$ cat config.mk
export PLATFORM = sky130hd
export DESIGN_NAME = drop_sched
export DESIGN_NICKNAME = d
export VERILOG_FILES = /design/src/rtl/drop_sched.sv
export SDC_FILE = /design/constraint.sdc
export NUM_CORES = 1
export LEC_CHECK = 0
export BUFFER_PORTS_ARGS = -buffer_cell sky130_fd_sc_hd__buf_2
export CAP_MARGIN = 40
export CORE_ASPECT_RATIO = 1.5
export CORE_MARGIN = 2
export CORE_UTILIZATION = 61
export CTS_CLUSTER_SIZE = 24
export DETAILED_ROUTE_END_ITERATION = 10
export PLACE_DENSITY = 0.8
export SETUP_SLACK_MARGIN = 0.4
export SYNTH_ARGS = -nofsm -noshare
export SYNTH_HDL_FRONTEND = slang
export SYNTH_SLANG_ARGS = --single-unit
$ cat constraint.sdc
create_clock -name clk40MHz -period 11.4 [get_ports clk40MHz]
set_input_delay 1.14 -clock clk40MHz [delete_from_list [all_inputs] [get_ports clk40MHz]]
set_output_delay 1.14 -clock clk40MHz [all_outputs]
set_load 0.02 [all_outputs]
$ cat src/rtl/drop_sched.sv
// rtl/drop_sched.sv - falling-rectangle slot scheduler driven by mouse clicks and a gravity tick
// One shared y+vel adder walks the slots sequentially on each tick; clicks are parked in a one-deep pending register.
module drop_sched #(
  parameter int N_OBJ       = 4,
  parameter int TICK_CYCLES = 400000,
  parameter int FLOOR_Y     = 536,
  parameter int VMAX        = 63
) (
  input  logic                     clk40MHz,
  input  logic                     rst,
  input  logic                     mouse_left,
  input  logic                     mouse_right,
  input  logic [11:0]              mouse_xpos,
  input  logic [11:0]              mouse_ypos,
  input  logic [$clog2(N_OBJ)-1:0] rd_idx,
  output logic [11:0]              rd_xpos,
  output logic [11:0]              rd_ypos,
  output logic                     rd_active,
  output logic                     rd_landed,
  output logic [N_OBJ-1:0]         active_mask,
  output logic                     busy,
  output logic                     spawn_reject
);

  localparam int IW = $clog2(N_OBJ);
  localparam int VW = $clog2(VMAX + 1) + 1;
  localparam int CW = $clog2(TICK_CYCLES);

  typedef enum logic [1:0] {IDLE, UPDATE, CLEAR} state_t;

  state_t          state;
  logic [11:0]     x_q   [N_OBJ];
  logic [11:0]     y_q   [N_OBJ];
  logic [VW-1:0]   vel_q [N_OBJ];
  logic [N_OBJ-1:0] active_q, landed_q;
  logic [CW-1:0]   tick_cnt;
  logic            left_q, right_q;
  logic            pend;
  logic [11:0]     pend_x, pend_y;
  logic [IW-1:0]   idx;

  logic            left_edge, right_edge, tick, spawn_ok, falling;
  logic [IW-1:0]   free_idx;
  logic [12:0]     sum;
  logic [11:0]     y_new;
  logic [VW-1:0]   v_new;

  assign left_edge   = mouse_left & ~left_q;
  assign right_edge  = mouse_right & ~right_q;
  assign tick        = (tick_cnt == CW'(TICK_CYCLES - 1));
  assign spawn_ok    = (mouse_ypos < 12'(FLOOR_Y)) && !(&active_q) && !pend;
  assign falling     = |(active_q & ~landed_q);
  assign active_mask = active_q;

  always_comb begin
    free_idx = '0;
    for (int i = N_OBJ - 1; i >= 0; i--)
      if (!active_q[i]) free_idx = IW'(i);
  end

  // Position moves by the pre-increment velocity and clamps at the floor.
  always_comb begin
    sum   = {1'b0, y_q[idx]} + 13'(vel_q[idx]);
    y_new = (sum >= 13'(FLOOR_Y)) ? 12'(FLOOR_Y) : sum[11:0];
    v_new = (vel_q[idx] >= VW'(VMAX)) ? VW'(VMAX) : vel_q[idx] + 1'b1;
  end

  always_ff @(posedge clk40MHz) begin
    if (rst) begin
      state        <= IDLE;
      active_q     <= '0;
      landed_q     <= '0;
      tick_cnt     <= '0;
      left_q       <= 1'b0;
      right_q      <= 1'b0;
      pend         <= 1'b0;
      pend_x       <= '0;
      pend_y       <= '0;
      idx          <= '0;
      rd_xpos      <= '0;
      rd_ypos      <= '0;
      rd_active    <= 1'b0;
      rd_landed    <= 1'b0;
      busy         <= 1'b0;
      spawn_reject <= 1'b0;
      for (int i = 0; i < N_OBJ; i++) begin
        x_q[i]   <= '0;
        y_q[i]   <= '0;
        vel_q[i] <= '0;
      end
    end else begin
      left_q    <= mouse_left;
      right_q   <= mouse_right;
      tick_cnt  <= tick ? '0 : tick_cnt + 1'b1;
      rd_xpos   <= x_q[rd_idx];
      rd_ypos   <= y_q[rd_idx];
      rd_active <= active_q[rd_idx];
      rd_landed <= landed_q[rd_idx];

      // A simultaneous right edge drops the click silently.
      spawn_reject <= left_edge && !right_edge && !spawn_ok;
      if (left_edge && !right_edge && spawn_ok) begin
        pend   <= 1'b1;
        pend_x <= mouse_xpos;
        pend_y <= mouse_ypos;
      end

      case (state)
        IDLE: begin
          if (right_edge) begin
            state <= CLEAR;
            busy  <= 1'b1;
          end else if (pend) begin
            x_q[free_idx]      <= pend_x;
            y_q[free_idx]      <= pend_y;
            vel_q[free_idx]    <= '0;
            active_q[free_idx] <= 1'b1;
            landed_q[free_idx] <= 1'b0;
            pend               <= 1'b0;
          end else if (tick && falling) begin
            idx   <= '0;
            state <= UPDATE;
            busy  <= 1'b1;
          end
        end
        UPDATE: begin
          if (right_edge) begin
            state <= CLEAR;
          end else begin
            if (active_q[idx] && !landed_q[idx]) begin
              y_q[idx] <= y_new;
              if (y_new == 12'(FLOOR_Y)) begin
                landed_q[idx] <= 1'b1;
                vel_q[idx]    <= '0;
              end else begin
                vel_q[idx] <= v_new;
              end
            end
            if (idx == IW'(N_OBJ - 1)) begin
              state <= IDLE;
              busy  <= 1'b0;
            end else begin
              idx <= idx + 1'b1;
            end
          end
        end
        CLEAR: begin
          active_q <= '0;
          landed_q <= '0;
          pend     <= 1'b0;
          for (int i = 0; i < N_OBJ; i++) begin
            x_q[i]   <= '0;
            y_q[i]   <= '0;
            vel_q[i] <= '0;
          end
          state <= IDLE;
          busy  <= 1'b0;
        end
        default: begin
          state <= IDLE;
          busy  <= 1'b0;
        end
      endcase
    end
  end

endmodule

==> impl_metrics.env, run 1 <==
export IMPL_status="finished clean"
export IMPL_yosys_warnings=0
export IMPL_fin_ws_ns=7.06
export IMPL_dp_hpwl_um=15600
export IMPL_crit_chain="buf_4 -> mux4_1 -> ha_1 -> nand3_1 -> nor3_1 -> a211oi_2 -> or3_1 -> and2_1 -> o21ai_4 -> o221a_2"
export IMPL_grt_pass1_wl_um=35200
export IMPL_core_area_um2=16000
export IMPL_routedWlPerCell_um=21.0
export IMPL_place_gp_congestion=0.920
export IMPL_avgSynthCellArea_um2=12.4
export IMPL_cts_sinks=212
export IMPL_grtUsageMet3=0.0376
export IMPL_critPathCaptureType="register"
export IMPL_drv_cap=0
export IMPL_fin_skew_ns=0.0115
export IMPL_antenna_found_initial=0
export IMPL_htreeDepth=1
export IMPL_max_vdd_ir_drop_mv=0.152
export IMPL_synth_area_top_cells="edfxtp_1, dfxtp_1, mux4_2"
export IMPL_dpl_worst_slack_ns=7.12
export IMPL_floorplan_rows=57
export IMPL_powerDensity_nw_per_um2=152
export IMPL_crit_path_start_kind="register"
export IMPL_clk_pin_slew_ns=0.07
export IMPL_max_freq_mhz=230
export IMPL_cts_tree="built"
export IMPL_tns_ns=0
export IMPL_period_share=0.381
export IMPL_synth_area_leader_cell="edfxtp_1"
export IMPL_yosys_cell_types_count=67
export IMPL_dieArea_um2=17300
export IMPL_critical_path_class="register to register"
export IMPL_busiest_layer="met2"
export IMPL_slowest_stage="mux4_1"
export IMPL_syn_inst=801
export IMPL_synth_top_area_share=0.376
export IMPL_via_per_inst=6.21
export IMPL_cts_made_buffers=19
export IMPL_max_slew_margin_rel=0.391
export IMPL_synth_edf_count=124
export IMPL_grt_ovfl_total=0
export IMPL_die_x_um=108
export IMPL_layout_drive_gt1_share=0.200
export IMPL_post_cts_resized=0
export IMPL_met2_usage=0.490
export IMPL_final_common_cell="edfxtp_1"
export IMPL_crit_fanout=28
export IMPL_ant_nets=0
export IMPL_clockBufferDepth=3
export IMPL_synth_cell_area_um2=9910
export IMPL_min_period_ns=4.34
export IMPL_pin_count=62
export IMPL_vias=6667
export IMPL_port_buffers=61
export IMPL_grt_total_usage=0.266
export IMPL_cp_required_ns=11.76
export IMPL_drt_drc_violations_left=0
export IMPL_cts_root_buf="clkbuf_16"
export IMPL_firstDrtPassIters=6
export IMPL_cts_setup_buffers=0
export IMPL_slew_viol_final=0
export IMPL_clk_latency_ns=0.50
export IMPL_n_antenna_cell=0
export IMPL_hold_start="tick_cnt[0]"
export IMPL_wl_um=22500
export IMPL_arrival_ns=4.71
export IMPL_syn_to_final_growth_pct=11.6
export IMPL_seq_area_frac_synth=0.553
export IMPL_power_leakage_nw=4.13
export IMPL_use_met1=0.299
export IMPL_final_cell_mix="edfxtp_1, dfxtp_1, and2_1"
export IMPL_initial_utilization=0.618
export IMPL_yosys_register_bits=212
export IMPL_finalNetCount=903
export IMPL_ys_dominant_reg_cell="edfxtp_1"
export IMPL_ys_async_sr_fraction=0
export IMPL_hold_viol_final=0
export IMPL_rsz0062_at_grt="false"
export IMPL_setup_viol=0
export IMPL_grt_pass1_vias=6844
export IMPL_hp_class="register to register"
export IMPL_hold_buffers=0
export IMPL_utilization=0.689
export IMPL_r2r_setup_slack_ns=7.06
export IMPL_cpPeakStageDelay_ns=0.71
export IMPL_max_slew_worst_pin_slew_ns=0.909
export IMPL_drt_initial_drc_count=429
export IMPL_grt_max_degree=37
export IMPL_die_y_um=160
-- flip-flops by register name, indices dropped and copies added (netlist names), named ones only --
register and flops:
rd_landed 1, rd_active 1, idx 2, rd_ypos 12, vel_q 28, busy 1, pend 1, tick_cnt 19
right_q 1, state 2, x_q 48, rd_xpos 12, y_q 48, left_q 1, pend_x 12, pend_y 12
landed_q 4, spawn_reject 1, active_mask 4
-- stage by stage --
stage / cell area (um2) / instances / total power [mW] / hold WS (ns)
floorplan: 9930 / 804 / 0.967 / 0.391
global placement: 10400 / 1035 / 1.00 / 0.430
detailed placement: 10400 / 1039 / 1.01 / 0.451
CTS: 11100 / 1073 / 1.68 / 0.466
global route: 11100 / 1073 / 1.72 / 0.488
finish: 11100 / 1073 / 1.68 / 0.462
-- metal layers --
layer  vias to the layer above  wire length, um  share of wire
li1                       3061                -              -
met1                      3225             7890           0.35
met2                       307            12300           0.55
met3                        74             1370          0.061
met4                         0              876          0.039
met5                         -                0              0
-- report_power, final --
part	switching (mW)	total [mW]	internal, mW
Sequential	0.0142	0.861	0.847
Combinational	0.0826	0.134	0.0510
Clock	0.285	0.681	0.396
Total	0.382	1.68	1.29
-- layout make-up --
cell class | instances | area, um2
tap | 206 | 258
clock inverter | 5 | 85.1
fill | 1182 | 4990
inverter | 17 | 63.8
multi-input combinational | 529 | 4160
timing repair buffer | 75 | 430
clock buffer | 29 | 574
sequential | 212 | 5490
-- path summary, 6_finish.rpt --
check	cells past startpoint	end
worst max-delay path	10	y_q[1][3]
worst min-delay path	1	tick_cnt[0]
worst max register to register	10	y_q[1][3]
worst min register to register	1	tick_cnt[0]
-- cells by family (layout without fill, tap and decap cells) --
family,Yosys count,in the layout,share of synthesized area
AO/OA/AOI/OAI,104,104,0.0753
multiplexers,70,70,0.132
AND/OR/NAND/NOR,310,310,0.167
XOR/XNOR,22,22,0.0194
flip-flops,212,212,0.553
adder cells (fa/ha/maj),19,19,0.0247
buffers and inverters,63,126,0.0279
other,1,4,0.000378
-- cells in the mapped netlist, types with 3 or more instances --
cell type,n
nand4_1,5
a21oi_1,36
a41oi_1,4
o21ai_0,11
mux4_1,6
o21bai_1,3
a211o_1,3
nand2_1,40
nor4_2,5
edfxtp_1,124
nand2b_1,8
o221a_2,10
ha_1,18
buf_1,5
nor3_1,22
nor2_1,80
nand3_1,20
nor2b_1,9
and3_1,16
clkbuf_1,31
buf_2,4
inv_1,17
buf_6,4
and2_1,81
o211ai_1,9
xnor2_1,12
or3_1,8
mux4_2,40
dfxtp_1,88
xor2_1,10
a21o_1,3
mux2i_1,22
nor4_1,3
-- critical path, delay by kind of cell, from the launching register on --
kind | cells | cell delay [ns]
buffers and inverters | 1 | 0.34
AND/OR/NAND/NOR | 4 | 1.27
adder cells (fa/ha/maj) | 1 | 0.42
multiplexers | 1 | 0.71
flip-flops | 1 | 0.31
AO/OA/AOI/OAI | 3 | 1.14
(Power assumes the default switching activity.)
==> run 2, diff against run 1 <==
- ABC_AREA: default -> 1
- CORE_UTILIZATION: 61 -> 55
- PLACE_DENSITY: 0.8 -> 0.76
- clock period: 11.4 -> 3.9 ns (I/O delays scaled with it)
==> run 2 against run 1 <==
Net effect: the run now ends with DRC left; sequential share of layout area decreased by 0.34 points; global-route usage decreased by 1.0 points; clock skew decreased by 0.0043 ns; largest cell class unchanged; critical path type unchanged.
==> impl_metrics.env, run 2 <==
export IMPL_dp_hpwl_um=16500
export IMPL_crit_fanout=16
export IMPL_cts_sinks=212
export IMPL_rsz0062_at_grt="false"
export IMPL_ys_dominant_reg_cell="edfxtp_1"
export IMPL_ant_nets=0
export IMPL_worst_path_buf_inv=3
export IMPL_via_per_inst=5.63
export IMPL_dpl_worst_slack_ns=0.327
export IMPL_violations="DRC"
export IMPL_status="finished, violations left"
export IMPL_syn_to_final_growth_pct=13.2
export IMPL_vias=8181
export IMPL_critPathCaptureType="register"
export IMPL_htreeDepth=1
export IMPL_fin_ws_ns=0.615
export IMPL_fin_skew_ns=0.00724
export IMPL_arrival_ns=3.53
export IMPL_cp_required_ns=4.14
export IMPL_final_area_um2=11100
export IMPL_pin_count=62
export IMPL_placed_cell_area_um2=10400
export IMPL_crit_family="simple AND/OR/NAND/NOR gates"
export IMPL_grt_pass1_wl_um=39000
export IMPL_synth_common_cells="nor2_1, nand2_1, edfxtp_1"
export IMPL_tns_ns=0
export IMPL_hold_buffers=0
export IMPL_die_y_um=168
export IMPL_synth_top_area_share=0.378
export IMPL_ys_async_sr_fraction=0
export IMPL_firstDrtPassIters=8
export IMPL_powerDensity_nw_per_um2=509
export IMPL_power_leakage_nw=4.44
export IMPL_grt_max_degree=53
export IMPL_drt_drc_violations_left=1
export IMPL_floorplan_rows=59
export IMPL_cpMostUsedCell="nand2_1"
export IMPL_antenna_found_initial=0
export IMPL_min_period_ns=3.29
export IMPL_synth_cell_area_um2=9850
export IMPL_max_vdd_ir_drop_mv=0.370
export IMPL_cpPeakStageDelay_ns=0.39
export IMPL_max_freq_mhz=304
export IMPL_drt_initial_drc_count=546
export IMPL_yosys_cell_types_count=42
export IMPL_yosys_warnings=0
export IMPL_max_slew_margin_rel=0.525
export IMPL_period_share=0.842
export IMPL_n_antenna_cell=0
export IMPL_slew_viol_final=0
export IMPL_syn_inst=1171
export IMPL_drv_cap=0
export IMPL_utilization=0.640
export IMPL_final_cell_mix="nor2_1, nand2_1, edfxtp_1"
export IMPL_layout_drive_gt1_share=0.119
export IMPL_hold_viol_final=0
export IMPL_die_x_um=113
export IMPL_initial_utilization=0.565
export IMPL_yosys_register_bits=212
export IMPL_place_gp_congestion=0.894
export IMPL_avgSynthCellArea_um2=8.41
export IMPL_routedWlPerCell_um=16.9
export IMPL_cts_tree="built"
export IMPL_slowest_stage="o22ai_1"
export IMPL_dieArea_um2=19000
export IMPL_fillers=1465
export IMPL_setup_viol=0
export IMPL_synth_area_top_cells="edfxtp_1, dfxtp_1, nor2_1"
export IMPL_final_common_cell="nor2_1"
export IMPL_reg_top3="x_q x48, y_q x48, vel_q x28"
export IMPL_clockBufferDepth=3
export IMPL_hp_class="primary input to register"
export IMPL_grt_total_usage=0.256
export IMPL_clk_pin_slew_ns=0.06
export IMPL_port_buffers=61
export IMPL_cts_made_buffers=20
export IMPL_grt_ovfl_total=0
export IMPL_max_slew_worst_pin_slew_ns=0.711
export IMPL_synth_edf_count=124
export IMPL_synth_most_common_cell="nor2_1"
export IMPL_wl_um=24500
export IMPL_grt_pass1_vias=8071
export IMPL_synth_area_leader_cell="edfxtp_1"
export IMPL_seq_area_frac_synth=0.557
export IMPL_clk_latency_ns=0.50
export IMPL_crit_chain="inv_2 -> o21ai_0 -> o22ai_1 -> ha_1 -> nand2_1 -> inv_1 -> nand2_1 -> nand2_1 -> a21oi_2 -> inv_1 -> nand2_1 -> nand2_1 -> nor2_1 -> nand2_1 -> nand2_1 -> nand2_2 -> nor2_8 -> nand2_1 -> nand2_2 -> nor2_1"
export IMPL_critical_path_class="register to register"
export IMPL_core_area_um2=17400
export IMPL_finalNetCount=1276
export IMPL_crit_path_start_kind="register"
export IMPL_hold_slack_ns=0.124
export IMPL_cts_root_buf="clkbuf_16"
[run 2: cells by family (layout without fill, tap and decap cells)]
| family | Yosys count | after routing | share of synthesized area |
|---|---|---|---|
| and+or+nand+nor | 540 | 540 | 0.220 |
| AOI/OAI and AO/OA | 243 | 243 | 0.131 |
| DFF | 212 | 212 | 0.557 |
| buffers and inverters | 147 | 214 | 0.0584 |
| adders and majority gates | 19 | 19 | 0.0249 |
| xor gates and xnor gates | 9 | 9 | 0.00800 |
| other | 1 | 4 | 0.000381 |
[run 2: final timing paths]
| kind | start | end | slack [ns] | cells after the start |
|---|---|---|---|---|
| setup / recovery | register | y_q[2][3] | 0.61 | 20 |
| hold / removal | mouse_right | right_q | 0.12 | 3 |
| setup reg to reg | register | y_q[2][3] | 0.61 | 20 |
| hold reg to reg | pend_y[11] | pend_y[11] | 0.44 | 2 |
[run 2: tightest hold or removal path, cell delays in order]
cell and delay [ns]:
buf_2 0.08, inv_1 0.04, nor2_1 0.07
[run 2: layout make-up]
type | instances | area [um2] | area share
flip-flops and latches | 212 | 5490 | 0.492
well taps | 213 | 267 | 0.0239
clock buffers | 27 | 569 | 0.0511
clock inverters | 9 | 116 | 0.0104
repair buffers | 84 | 502 | 0.0450
inverters | 94 | 357 | 0.0320
multi-input cells | 815 | 3850 | 0.345
[run 2: where the power goes]
group          leakage, nW  internal [mW]  switching [mW]  total (mW)
Combinational         2.08          0.324           0.707        1.03
Clock                0.336           1.22           0.822        2.05
Sequential            2.02           2.52          0.0720        2.59
Total                 4.44           4.07            1.60        5.67
[run 2: what timing repair did]
action	CTS	global route
resized for setup	1	20
pin swaps	1	4
setup buffers	1	3
endpoints found under the setup margin	9	68
[run 2: per-stage QoR]
stage | total power [mW] | instances
finish | 5.67 | 1454
global placement | 3.59 | 1413
floorplan | 3.32 | 1174
global route | 5.88 | 1454
detailed placement | 3.61 | 1414
CTS | 5.64 | 1451
[run 2: metal layers]
metal  global-route usage  wire (um)  vias up
met2                0.463      12700      299
met5                    0          0        -
li1                     -          -     3990
met3               0.0274       1540       76
met4                0.131        985        0
met1                0.296       9310     3816
==> run 3, diff against run 2 <==
- clock period: 3.9 -> 3 ns (I/O delays scaled with it)
==> run 3 against run 2 <==
Net effect: the run ends with setup timing left; register-to-register slack worse by 0.78 ns; sequential cell count stayed put; global-route usage is 1.6 points higher; via count is 6.1% higher; sequential share of layout area is 4.9 points lower; total power is 44% higher; critical endpoint is now vel_q[3][0]; highest routed layer unchanged.
==> impl_metrics.env, run 3 (synthesis gave the netlist of run 2 again) <==
export IMPL_grt_pass1_wl_um=41000
export IMPL_die_y_um=168
export IMPL_slew_viol_final=0
export IMPL_fin_ws_ns=-0.167
export IMPL_core_area_um2=17400
export IMPL_drv_cap=0
export IMPL_clockBufferDepth=3
export IMPL_violations="setup timing"
export IMPL_clk_latency_ns=0.51
export IMPL_n_antenna_cell=0
export IMPL_pin_count=62
export IMPL_routedWlPerCell_um=17.8
export IMPL_status="finished, violations left"
export IMPL_grt_pass1_vias=8580
export IMPL_cts_tree="built"
export IMPL_min_period_ns=3.17
export IMPL_hold_buffers=0
export IMPL_critical_path_class="register to register"
export IMPL_max_vdd_ir_drop_mv=0.578
export IMPL_cts_root_buf="clkbuf_16"
export IMPL_die_x_um=113
export IMPL_hold_slack_ns=0.0172
export IMPL_crit_path_start_kind="register"
export IMPL_cp_required_ns=3.36
export IMPL_clk_pin_slew_ns=0.06
export IMPL_fin_skew_ns=0.0140
export IMPL_grt_max_degree=53
export IMPL_place_gp_congestion=0.904
export IMPL_firstDrtPassIters=5
export IMPL_power_leakage_nw=4.85
export IMPL_crit_fanout=8
export IMPL_layout_drive_gt1_share=0.253
export IMPL_cts_made_buffers=21
export IMPL_final_common_cell="nor2_1"
export IMPL_finalNetCount=1341
export IMPL_drt_initial_drc_count=685
export IMPL_placed_cell_area_um2=10700
export IMPL_critPathCaptureType="register"
export IMPL_htreeDepth=1
export IMPL_dieArea_um2=19000
export IMPL_max_slew_worst_pin_slew_ns=1.01
export IMPL_antenna_found_initial=0
export IMPL_grt_total_usage=0.272
export IMPL_ant_nets=0
export IMPL_arrival_ns=3.53
export IMPL_setup_viol=63
export IMPL_grt_ovfl_total=0
export IMPL_powerDensity_nw_per_um2=662
export IMPL_cts_sinks=212
export IMPL_hp_class="primary input to register"
export IMPL_initial_utilization=0.565
export IMPL_drt_drc_violations_left=0
export IMPL_rsz0062_at_grt="true"
export IMPL_tns_ns=-7.31
export IMPL_syn_to_final_growth_pct=25.6
export IMPL_via_per_inst=5.71
export IMPL_final_area_um2=12400
export IMPL_hold_viol_final=0
export IMPL_port_buffers=61
export IMPL_final_cell_mix="nor2_1, nand2_1, edfxtp_1"
export IMPL_reg_top3="x_q x48, y_q x48, vel_q x28"
export IMPL_wl_um=27100
export IMPL_max_freq_mhz=316
export IMPL_r2r_setup_slack_ns=-0.17
export IMPL_max_slew_margin_rel=0.328
export IMPL_floorplan_rows=59
export IMPL_period_share=1.06
export IMPL_vias=8680
export IMPL_dp_hpwl_um=17200
[run 3: cell count changes in the layout (fill, tap and decap cells not counted), moves of 10 or more]
cell / delta
nand2_1: -29
nand3_1: -12
nor2_2: +20
o21ai_0: -21
o22ai_1: -10
a21oi_2: +20
nand2_2: +18
o21ai_1: +13
buf_4: +54
a21oi_1: -22
nor2_1: -23
[run 3: where the power goes]
part / internal [mW] / switching [mW] / total [mW]
registers: 3.28 / 0.116 / 3.40
clock network: 1.49 / 1.10 / 2.59
logic: 0.914 / 1.29 / 2.21
[run 3: metal layers]
layer | routed length [um] | global-route usage | vias up | part of all wire
met5 | 0 | 0 | - | 0
met4 | 1350 | 0.134 | 0 | 0.050
met3 | 1740 | 0.0324 | 102 | 0.064
met2 | 14400 | 0.508 | 380 | 0.53
met1 | 9530 | 0.300 | 4069 | 0.35
li1 | - | - | 4129 | -
[run 3: final timing paths]
path | startpoint | to | cells past startpoint
hold / removal | mouse_left | left_q | 3
setup / recovery | register | vel_q[3][0] | 21
hold reg to reg | pend_y[10] | pend_y[10] | 2
setup reg to reg | register | vel_q[3][0] | 21
[run 3: worst max-delay path, stage by stage, from the launching register on]
cell and delay [ns]:
dfxtp_4 0.50, buf_12 0.15, o21ai_1 0.08, o22ai_2 0.33
ha_4 0.28, nand2_1 0.07, nand2_1 0.08, inv_2 0.07
nand2_2 0.07, a21oi_2 0.15, buf_4 0.16, inv_1 0.06
nand2_2 0.09, nand2_4 0.07, nor2_4 0.10, nand2_2 0.07
nand2_4 0.07, nand2_4 0.09, nor2_8 0.17, buf_12 0.15
o21ai_2 0.08, nor2_1 0.11
[run 3: layout make-up]
type / count / area (um2)
Clock inverter: 11 / 114
Tap cell: 213 / 267
Clock buffer: 26 / 554
Inverter: 94 / 389
Timing Repair inverter: 2 / 17.5
Multi-Input combinational cell: 815 / 4480
Fill cell: 1262 / 5050
Timing Repair Buffer: 146 / 1060
Sequential cell: 212 / 5490
[run 3: metrics by stage]
step / worst slack [ns] / std cells / utilization / total power, mW
2_1_floorplan: -0.0538 / 1174 / - / 4.35
3_3_place_gp: -0.176 / 1452 / 0.614 / 4.86
3_5_place_dp: -0.192 / 1452 / 0.614 / 4.88
4_1_cts: 0.141 / 1504 / 0.678 / 7.74
5_1_grt: -0.202 / 1519 / 0.710 / 8.48
6_report: -0.167 / 1519 / 0.710 / 8.19
[run 3: what timing repair did]
action,in CTS,in global routing
buffers inserted,15,11
pin swaps,27,38
gates resized for setup,81,112
endpoints found under the hold margin,0,0
endpoints found under the setup margin,68,174
gates cloned,0,4
